--- src/rtl/pcie_rc_cpl_rx.sv ---
// RC completion receiver: skid FIFO between the PCIe core RC stream and the completion assembler.
// Optional macro RC_PARITY_CHK_EN enables per-byte odd-parity checking of accepted beats.
module pcie_rc_cpl_rx #(
  parameter int DWIDTH       = 256,
  parameter int FIFO_DEPTH   = 16,
  parameter int AFULL_MARGIN = 4
) (
  input  logic                          pcie_clk,
  input  logic                          pcie_rst,
  input  logic                          pcie_link_up,
  input  logic [DWIDTH-1:0]             m_axis_rc_tdata,
  input  logic [74:0]                   m_axis_rc_tuser,
  input  logic                          m_axis_rc_tlast,
  input  logic [DWIDTH/32-1:0]          m_axis_rc_tkeep,
  input  logic                          m_axis_rc_tvalid,
  output logic                          m_axis_rc_tready,
  output logic [15:0]                   rc_cplr_data_ex,
  output logic [DWIDTH-1:0]             rc_cplr_data,
  output logic                          rc_cplr_wen,
  input  logic                          rc_cplr_ready,
  output logic [31:0]                   cpl_pkt_cnt,
  output logic [15:0]                   cpl_err_cnt,
  output logic [$clog2(FIFO_DEPTH):0]   fifo_level,
  output logic [15:0]                   odbg_info
);
  localparam int KW     = DWIDTH / 32;
  localparam int AW     = $clog2(FIFO_DEPTH);
  localparam int EW     = DWIDTH + 16;
  localparam int THRESH = FIFO_DEPTH - AFULL_MARGIN;

  typedef enum logic [1:0] {IDLE = 2'd0, IN_PKT = 2'd1} state_e;

  function automatic logic [4:0] keep_mod(input logic [KW-1:0] keep);
    logic [4:0] m;
    m = 5'd0;
    for (int i = 0; i < KW; i++) begin
      if (keep[i]) m = 5'(i);
    end
    return m;
  endfunction

`ifdef RC_PARITY_CHK_EN
  function automatic logic par_mismatch(input logic [DWIDTH-1:0] d, input logic [31:0] p);
    logic bad;
    bad = 1'b0;
    for (int i = 0; i < DWIDTH / 8; i++) begin
      if (p[i] != ~^d[8*i +: 8]) bad = 1'b1;
    end
    return bad;
  endfunction
`endif

  state_e              state_q, state_d;
  logic                err_q;
  logic [7:0]          tag_q;
  logic [AW-1:0]       wr_ptr_q, wr_ptr_d, rd_ptr_q, rd_ptr_d;
  logic [AW:0]         count_q, count_d;
  logic                tready_q, tready_d;
  logic                wen_q;
  logic [DWIDTH-1:0]   out_data_q;
  logic [15:0]         out_ex_q;
  logic [31:0]         pkt_cnt_q, pkt_cnt_d;
  logic [15:0]         err_cnt_q, err_cnt_d;
  logic                ovf_q;
  logic [EW-1:0]       mem_q [FIFO_DEPTH];

  logic                push_s, pop_s, full_s, wr_en_s, ovf_s;
  logic                sof_s, sop_s, frame_err_s, err_s, par_bad_s;
  logic [7:0]          tag_in_s, tag_s;
  logic [15:0]         ex_s, pop_ex_s;
  logic [EW-1:0]       pop_entry_s;
  logic [3:0]          par_cnt_s;
  logic                unused_s;

  generate
    if (DWIDTH >= 72) begin : g_tag
      assign tag_in_s = m_axis_rc_tdata[71:64];
    end else begin : g_notag
      assign tag_in_s = 8'h00;
    end
  endgenerate

  assign sof_s       = m_axis_rc_tuser[32];
  assign push_s      = m_axis_rc_tvalid & tready_q & pcie_link_up;
  assign pop_s       = pcie_link_up & rc_cplr_ready & (count_q != '0);
  assign full_s      = (count_q == (AW+1)'(FIFO_DEPTH));
  assign wr_en_s     = push_s & (~full_s | pop_s);
  assign ovf_s       = push_s & full_s & ~pop_s;
  assign pop_entry_s = mem_q[rd_ptr_q];
  assign pop_ex_s    = pop_entry_s[EW-1 -: 16];
  assign unused_s    = ^{m_axis_rc_tuser[74:43], m_axis_rc_tuser[41:33], m_axis_rc_tuser[31:0]};

`ifdef RC_PARITY_CHK_EN
  logic [3:0] par_cnt_q;
  assign par_bad_s = par_mismatch(m_axis_rc_tdata, m_axis_rc_tuser[74:43]);
  assign par_cnt_s = par_cnt_q;

  // Saturating count of accepted beats with a parity mismatch.
  always_ff @(posedge pcie_clk or posedge pcie_rst) begin
    if (pcie_rst) begin
      par_cnt_q <= 4'h0;
    end else if (push_s && par_bad_s && (par_cnt_q != 4'hF)) begin
      par_cnt_q <= par_cnt_q + 4'h1;
    end
  end
`else
  assign par_bad_s = 1'b0;
  assign par_cnt_s = 4'h0;
`endif

  // Packet framing state register.
  always_ff @(posedge pcie_clk or posedge pcie_rst) begin
    if (pcie_rst) state_q <= IDLE;
    else          state_q <= state_d;
  end

  // Next packet state; a link drop abandons any partial packet.
  always_comb begin
    state_d = state_q;
    if (!pcie_link_up) begin
      state_d = IDLE;
    end else if (push_s) begin
      state_d = m_axis_rc_tlast ? IDLE : IN_PKT;
    end else begin
      state_d = state_q;
    end
  end

  // Write-time sideband: sop, eop, sticky error, last valid DW index and tag.
  always_comb begin
    sop_s       = 1'b1;
    frame_err_s = 1'b0;
    case (state_q)
      IDLE: begin
        sop_s       = 1'b1;
        frame_err_s = ~sof_s;
      end
      IN_PKT: begin
        sop_s       = sof_s;
        frame_err_s = sof_s;
      end
      default: begin
        sop_s       = 1'b1;
        frame_err_s = 1'b1;
      end
    endcase
    tag_s = sop_s ? tag_in_s : tag_q;
    err_s = m_axis_rc_tuser[42] | (sop_s & (m_axis_rc_tdata[45:43] != 3'd0)) | frame_err_s |
            (m_axis_rc_tkeep == '0) | par_bad_s | (~sop_s & err_q);
    ex_s  = {sop_s, m_axis_rc_tlast, err_s, keep_mod(m_axis_rc_tkeep), tag_s};
  end

  // Per-packet sticky error and captured tag.
  always_ff @(posedge pcie_clk or posedge pcie_rst) begin
    if (pcie_rst) begin
      err_q <= 1'b0;
      tag_q <= 8'h00;
    end else if (push_s) begin
      err_q <= err_s;
      tag_q <= tag_s;
    end
  end

  // FIFO pointer, occupancy and ready computation.
  always_comb begin
    wr_ptr_d = wr_ptr_q;
    rd_ptr_d = rd_ptr_q;
    count_d  = count_q;
    if (!pcie_link_up) begin
      wr_ptr_d = '0;
      rd_ptr_d = '0;
      count_d  = '0;
    end else begin
      wr_ptr_d = wr_en_s ? wr_ptr_q + AW'(1) : wr_ptr_q;
      rd_ptr_d = pop_s   ? rd_ptr_q + AW'(1) : rd_ptr_q;
      case ({wr_en_s, pop_s})
        2'b10:   count_d = count_q + (AW+1)'(1);
        2'b01:   count_d = count_q - (AW+1)'(1);
        default: count_d = count_q;
      endcase
    end
    tready_d = pcie_link_up &
               (({1'b0, count_q} + (AW+2)'(push_s)) < (AW+2)'(THRESH));
  end

  // Statistics next-state: wrapping packet count, saturating error count.
  always_comb begin
    pkt_cnt_d = pkt_cnt_q;
    err_cnt_d = err_cnt_q;
    if (pop_s && pop_ex_s[14]) begin
      pkt_cnt_d = pkt_cnt_q + 32'd1;
      if (pop_ex_s[13] && (err_cnt_q != 16'hFFFF)) err_cnt_d = err_cnt_q + 16'd1;
      else                                          err_cnt_d = err_cnt_q;
    end else begin
      pkt_cnt_d = pkt_cnt_q;
      err_cnt_d = err_cnt_q;
    end
  end

  // Beat storage; contents are qualified by the pointers so no reset needed.
  always_ff @(posedge pcie_clk) begin
    if (wr_en_s) mem_q[wr_ptr_q] <= {ex_s, m_axis_rc_tdata};
  end

  // FIFO control, output beat register and statistics.
  always_ff @(posedge pcie_clk or posedge pcie_rst) begin
    if (pcie_rst) begin
      wr_ptr_q   <= '0;
      rd_ptr_q   <= '0;
      count_q    <= '0;
      tready_q   <= 1'b0;
      wen_q      <= 1'b0;
      out_data_q <= '0;
      out_ex_q   <= 16'h0000;
      pkt_cnt_q  <= 32'd0;
      err_cnt_q  <= 16'd0;
      ovf_q      <= 1'b0;
    end else begin
      wr_ptr_q   <= wr_ptr_d;
      rd_ptr_q   <= rd_ptr_d;
      count_q    <= count_d;
      tready_q   <= tready_d;
      wen_q      <= pop_s;
      pkt_cnt_q  <= pkt_cnt_d;
      err_cnt_q  <= err_cnt_d;
      ovf_q      <= ovf_q | ovf_s;
      if (pop_s) begin
        out_data_q <= pop_entry_s[DWIDTH-1:0];
        out_ex_q   <= pop_ex_s;
      end
    end
  end

  assign m_axis_rc_tready = tready_q;
  assign rc_cplr_wen      = wen_q;
  assign rc_cplr_data     = out_data_q;
  assign rc_cplr_data_ex  = out_ex_q;
  assign cpl_pkt_cnt      = pkt_cnt_q;
  assign cpl_err_cnt      = err_cnt_q;
  assign fifo_level       = count_q;
  assign odbg_info        = {state_q, par_cnt_s, 6'(count_q), ovf_q, rc_cplr_ready, tready_q, pcie_link_up};

endmodule

--- config.mk ---
export PLATFORM = sky130hd
export DESIGN_NAME = pcie_rc_cpl_rx
export DESIGN_NICKNAME = d
export VERILOG_FILES = /design/src/rtl/pcie_rc_cpl_rx.sv
export SDC_FILE = /design/constraint.sdc
export NUM_CORES = 2
export LEC_CHECK = 0
export ABC_AREA = 1
export CAP_MARGIN = 0
export CORE_ASPECT_RATIO = 1.25
export CORE_MARGIN = 2
export CORE_UTILIZATION = 36
export CTS_CLUSTER_DIAMETER = 80
export CTS_CLUSTER_SIZE = 25
export DETAILED_ROUTE_END_ITERATION = 6
export MAX_ROUTING_LAYER = met4
export PLACE_DENSITY = 0.6
export SETUP_SLACK_MARGIN = 0.3
export SYNTH_ARGS = -nofsm -noshare
export SYNTH_HDL_FRONTEND = slang
export SYNTH_MEMORY_MAX_BITS = 65536
export SYNTH_SLANG_ARGS = --single-unit
--- constraint.sdc ---
create_clock -name pcie_clk -period 32.6 [get_ports pcie_clk]
set_input_delay 4.89 -clock pcie_clk [delete_from_list [all_inputs] [get_ports pcie_clk]]
set_output_delay 4.89 -clock pcie_clk [all_outputs]
set_load 0.1 [all_outputs]
* Word level (Yosys, flattened, before mapping)
Memory sizes are Yosys's and may differ from the RTL's.
Cells that the tools add are included.
** Storage, ports and cells
- ROM bits :: 0
- Register bits after elaboration :: 347
- RAM bits :: 4352
- Word-level logic and storage cells :: 79
- Output and inout port bits :: 343
- Memories :: 1
- Input bits :: 345
- Bits in latches :: 0
** Operators by class
- Eq/ne operators :: 9
- Shift-type cells :: 0
- Divide/modulo/power cells :: 0
- $mul :: 0
- Order comparisons :: 1
- $add $sub $neg :: 7
- Muxes and demuxes :: 21
- Reductions and logical operators :: 7
- Bitwise gates (word level) :: 20
** Memories
- mem_q :: depth 16, bits a word 272, read ports 1, clocked after Yosys merged registers in 0, wr ports 1, RTL line 65 : logic [EW-1:0] mem_q [FIFO_DEPTH];
** Operator list (count)
- 5-bit 2-to-1 mux :: 7
- 32-bit by 1-bit adder with 32-bit output (second input constant) :: 1
- 16-bit by 1-bit adder with 16-bit output (second input constant) :: 1
- 4-bit 2-to-1 mux :: 4
- 16-bit inequality test (second input constant) :: 1
- 1-bit AND :: 10
- 5-bit one-hot mux with 2 select lines :: 1
- 4-bit by 1-bit adder with 4-bit output (second input constant) :: 2
- 8-bit zero test :: 1
- 8-bit 2-to-1 mux :: 1
- 5-bit by 1-bit adder with 6-bit output :: 1
- 6-bit by 4-bit < comparator with 1-bit output (second input constant) :: 1
- 2-bit by 1-bit inequality test with 1-bit output (second input constant) :: 3
- 1-bit bitwise OR :: 6
- 5-bit by 1-bit adder with 5-bit output (second input constant) :: 1
- 5-bit == test (second input constant) :: 1
- 1-bit 2-to-1 mux :: 5
- 5-bit nonzero test :: 1
- 5-bit by 1-bit subtractor with 5-bit output (second input constant) :: 1
- 2-bit by 1-bit == test with 1-bit output (second input constant) :: 2
- 2-bit 2-to-1 mux :: 2
- 1-bit inverter :: 4
- 3-bit by 1-bit inequality test with 1-bit output (second input constant) :: 1
- 3-bit nonzero test :: 1
- 5 further kinds :: 6

* Longest topological paths before layout
- Depth after elaboration :: 7
- Mapped depth :: 15
- Gate-level depth less buffers :: 14

* Least setup slack after synthesis
No wires, ideal clock.
- Path type :: input-to-reg
- Start :: input port pcie_link_up
- End :: memory mem_q[11][0] (netlist bit), enable pin
- Data required time :: 31693 ps
- Buffers on the path :: 1
- Setup time :: 907 ps
- Stages :: 7
- Data arrival time :: 16929 ps
- Setup slack :: 14764 ps
- Cells stage by stage :: buf_2 > nand3_2 > inv_2 > nand2_1 > inv_2 > nand2_1 > nor2_1
** Between the ends
- Word-level cells in the longest chain between the ends :: 6
- Elaborated cells on any way between the ends :: 7
- Those cells by class :: mux: 2; bitwise: 5
** RTL lines
- from (decl) :: RTL line 10 : input logic pcie_link_up,
- 1-bit AND (2 in series) :: RTL line 85 : assign pop_s = pcie_link_up & rc_cplr_ready & (count_q != '0);
- 1-bit bitwise OR :: RTL line 87 : assign wr_en_s = push_s & (~full_s | pop_s);
- 1-bit AND (*) :: RTL line 87
- 1-bit 2-to-1 mux (*) :: RTL line 202 : if (wr_en_s) mem_q[wr_ptr_q] <= {ex_s, m_axis_rc_tdata};
- 1-bit 2-to-1 mux (implied by the code) (*) :: RTL line 202
- to (decl) :: RTL line 65
Mark *: on every way between the ends. The rest lies on a longest branch, timed or not.

* Worst setup path in the final report
- Start :: input port pcie_link_up
- End :: output port odbg_info[0]
** RTL lines
- to (decl) :: RTL line 24 : output logic [15:0] odbg_info
No word-level cell between the ends.

==> metrics.md <==
| Metric | Value |
|---|---|
| R2R depth | `13` |
| 1st-iter DRT viols | `11.7k` |
| Final-report max-slew violation count | `0` |
| Total track usage | `0.196` |
| Dpl hpwl | `254 mm` |
| Via count | `114k` |
| Post-DRT Antenna Nets | `0` |
| CP Launch Type | `input port` |
| Slew margin rel. | `0.116` |
| Hold endpoint | `rc_cplr_data[16]` |
| First drt pass iteration count | `6` |
| Final min period | `11.72 ns` |
| Vias in the first global route | `109k` |
| Fin. Hold Viols | `0` |
| FILL cells | `46.7k` |
| I/O pin total | `688` |
| Final Cycle Share | `0.359` |
| Clk slew on worst S/H paths | `0.09 ns` |
| Clock buffer count from CTS | `220` |
| Syn Area/Cell | `12.9 µm²` |
| Rows | `291` |
| Worst Max-Slew Pin Slew | `1.32 ns` |
| Nets@finish | `14.5k` |
| Slowest CP cell | `clkdlybuf4s50_1` |
| Crit Reg-Reg Endpoint | `rc_cplr_data[105]` |
| Port bufs | `606` |
| Final instance area | `200000 µm²` |
| VDD IR-drop max | `0.0869 mV` |
| Peak Freq | `85.4 MHz` |
| Min-Delay Path Depth | `2` |
| CTS tree | `built` |
| YS warnings | `0` |
| Routability cong. | `0.811` |
| Mapped Cells | `14.1k` |
| Starting Density | `0.361` |
| Area after DPL | `193000 µm²` |
| CP most frequent cell | `clkdlybuf4s50_1` |
| Post-Route WL | `501 mm` |
| Worst reg2reg setup slack | `25.24 ns` |
| Die X | `638 µm` |
| PwrDens | `75.6 nW/µm²` |
| Outcome | `finished, final reports clean` |
| Clock buffer depth | `4` |
| Layout Area Growth over Synthesis | `10.6%` |
| CP endpoint kind | `output pin` |
| Crit-path cells | `clkdlybuf4s50_1 -> clkdlybuf4s50_1` |
| MaxCap Viol Count | `0` |
| Crit path kind | `input port to output pin` |
| Congestion Overflow GR | `0` |
| Hold_sp | `rc_cplr_data[16]` |
| Max FO, Critical Path | `9` |
| Worst hold path type | `register to register` |
| Postcts setup bufs | `0` |
| Post-synth cell types | `37` |
| CTS hold repair buffers | `0` |
| Vias per inst | `5.44` |
| Req. time, crit path | `27.71 ns` |
| Worst r2r src | `rd_ptr_q[0]` |
| Crit path buffers/inverters | `2` |
| Drt drc | `0` |
| Cell family with most CP delay | `buffers and inverters` |
| Register area share after synthesis | `0.764` |
| Routed len/inst | `23.9 µm` |
| CTS root buf | `clkbuf_16` |
| Worst clock skew | `0.0837 ns` |
| Post-cts sizing count | `0` |
| Sum Neg Setup Slack | `0 ns` |
| # setup viols final | `0` |
| Die ar. | `509000 µm²` |
| Share of cells above drive strength 1 | `0.0372` |
| Worst skew pair latency | `0.99 ns` |
| Die Span Y | `797 µm` |
| Post-Syn Area | `181000 µm²` |
| CTS H-tree depth | `4` |
| First-pass GRT wire length | `733 mm` |
| Worst stage delay on the critical path | `1.22 ns` |
| CTS Sinks | `4664` |
| RSZ-0062 raised after global routing | `false` |
| Worst Path Arrival | `6.83 ns` |
| Core area | `502000 µm²` |
| Synth Register Bits | `4664` |
| Initial antenna violation count | `91` |
| Pin count of the biggest net entering global routing | `221` |
| Lkg Pwr | `65.6 nW` |
-- synthesized netlist by cell type --
cell type,number,area (µm²)
o21ai_0,1916,9590
clkbuf_2,1,5.00
o21bai_1,2,15.0
o2111ai_1,1,8.76
nand3b_1,4,30.0
o21ai_1,298,1490
inv_1,80,300
nor3_1,28,140
a21oi_1,3,15.0
buf_4,38,285
edfxtp_1,4320,130000
o211ai_1,1,7.51
nand2_1,1853,6960
o22ai_1,1073,6710
dfrtp_1,344,8610
nor2_1,2217,8320
nand3_1,861,4310
nand2_4,1,11.3
nor4_1,3,18.8
buf_2,259,1300
conb_1,1,3.75
inv_2,4,15.0
nand4_1,10,62.6
ha_1,9,113
nor2_4,1,11.3
nand2_2,2,12.5
xnor2_1,7,61.3
nand3_2,2,20.0
xor2_1,23,201
a22o_1,1,8.76
o21a_1,1,7.51
buf_6,8,90.1
nor3b_1,1,7.51
inv_4,1,6.26
clkbuf_1,613,2300
buf_1,68,255
nor2_2,1,6.26
-- worst max-delay path by stage --
stage | start | to | slack, ns | cells after the start
3_5_place_dp | pcie_link_up | odbg_info[0] | 20.88 | 2
6_report | pcie_link_up | odbg_info[0] | 20.88 | 2
2_1_floorplan | pcie_link_up | mem_q[11][0] | 14.76 | 7
5_1_grt | pcie_link_up | odbg_info[0] | 20.85 | 2
3_3_place_gp | pcie_link_up | odbg_info[0] | 20.87 | 2
4_1_cts | pcie_link_up | odbg_info[0] | 20.87 | 2
-- per-stage QoR --
step,cells,power [W],setup slack (ns),utilization,hold slack [ns]
floorplan,14100,0.0107,14.76,-,0.444
global placement,20500,0.0120,20.87,0.385,0.463
detailed placement,20500,0.0120,20.88,0.385,0.465
CTS,20900,0.0152,20.87,0.399,0.491
global route,21000,0.0158,20.85,0.399,0.511
finish,21000,0.0151,20.88,0.399,0.486
-- cell families (layout without fill, tap and decap cells) --
| kind of cell | count (synthesis) | after routing | synth area share |
|---|---|---|---|
| flip-flops | 4664 | 4664 | 0.764 |
| AO/OA/AOI/OAI | 3296 | 3296 | 0.0986 |
| other | 1 | 73 | 0.0000207 |
| buffers and inverters | 1072 | 1314 | 0.0252 |
| adder cells (fa/ha/maj) | 9 | 9 | 0.000622 |
| AND/OR/NAND/NOR | 4984 | 4984 | 0.110 |
| XOR/XNOR | 30 | 30 | 0.00145 |
-- per-layer routing --
metal  track usage  up-vias  share of wire
li1              -    51400              -
met1         0.252    58000           0.42
met2         0.329     3802           0.49
met3        0.0257      722          0.063
met4        0.0483        0          0.026
met5             -        -              0
-- registers in the layout (all words and copies together) (netlist names) --
name / flops
cpl_pkt_cnt: 32
m_axis_rc_tready: 1
mem_q: 4320
err_q: 1
ovf_q: 1
rc_cplr_wen: 1
rd_ptr_q: 4
tag_q: 8
wr_ptr_q: 4
rc_cplr_data_ex: 14
rc_cplr_data: 256
fifo_level: 5
cpl_err_cnt: 16
state_q: 1
-- area by class of cell --
type | instances | area (µm²) | area share
Sequential cell | 4664 | 138000 | 0.691
Clock buffer | 357 | 6050 | 0.0302
Tap cell | 6592 | 8250 | 0.0412
Timing Repair Buffer | 833 | 8090 | 0.0404
Antenna cell | 65 | 163 | 0.000812
Inverter | 85 | 367 | 0.00183
Multi-Input combinational cell | 8327 | 38300 | 0.191
Clock inverter | 39 | 721 | 0.00360
-- power by group --
part / internal, W / switching, W / leakage (nW) / total [W]
Sequential: 0.00676 / 0.000243 / 43.2 / 0.00700
Combinational: 0.00124 / 0.00365 / 19.2 / 0.00489
Clock: 0.00134 / 0.00190 / 3.21 / 0.00324
-- cells in the final DEF, fill, tap and decap left out, types with 2 or more instances in the layout --
master | netlist | routed
edfxtp_1 | 4320 | 4320
nor2_1 | 2217 | 2201
o21ai_0 | 1916 | 1909
nand2_1 | 1853 | 1852
o22ai_1 | 1073 | 1073
nand3_1 | 861 | 861
clkdlybuf4s50_1 | 0 | 600
dfrtp_1 | 344 | 340
o21ai_1 | 298 | 305
clkbuf_16 | 0 | 221
buf_4 | 38 | 206
clkbuf_1 | 613 | 135
inv_1 | 80 | 76
diode_2 | 0 | 65
nor3_1 | 28 | 27
buf_12 | 0 | 27
xor2_1 | 23 | 23
nor2_4 | 1 | 17
clkinv_16 | 0 | 12
nand4_1 | 10 | 10
ha_1 | 9 | 9
inv_8 | 0 | 8
conb_1 | 1 | 8
inv_6 | 0 | 8
xnor2_1 | 7 | 7
inv_16 | 0 | 5
nand3b_1 | 4 | 4
clkinv_2 | 0 | 4
dfrtp_4 | 0 | 4
a21oi_1 | 3 | 3
nor4_1 | 3 | 3
bufinv_16 | 0 | 3
nand3_2 | 2 | 2
inv_2 | 4 | 2
nand2_4 | 1 | 2
nand2_2 | 2 | 2
o21bai_1 | 2 | 2
clkinv_4 | 0 | 2
-- tightest hold or removal path, stage by stage, from the launching register on --
cell	delay [ns]
dfrtp_1	0.35
nand2_1	0.06
nand2_1	0.05
No activity file was read; power rests on OpenSTA's default activity.
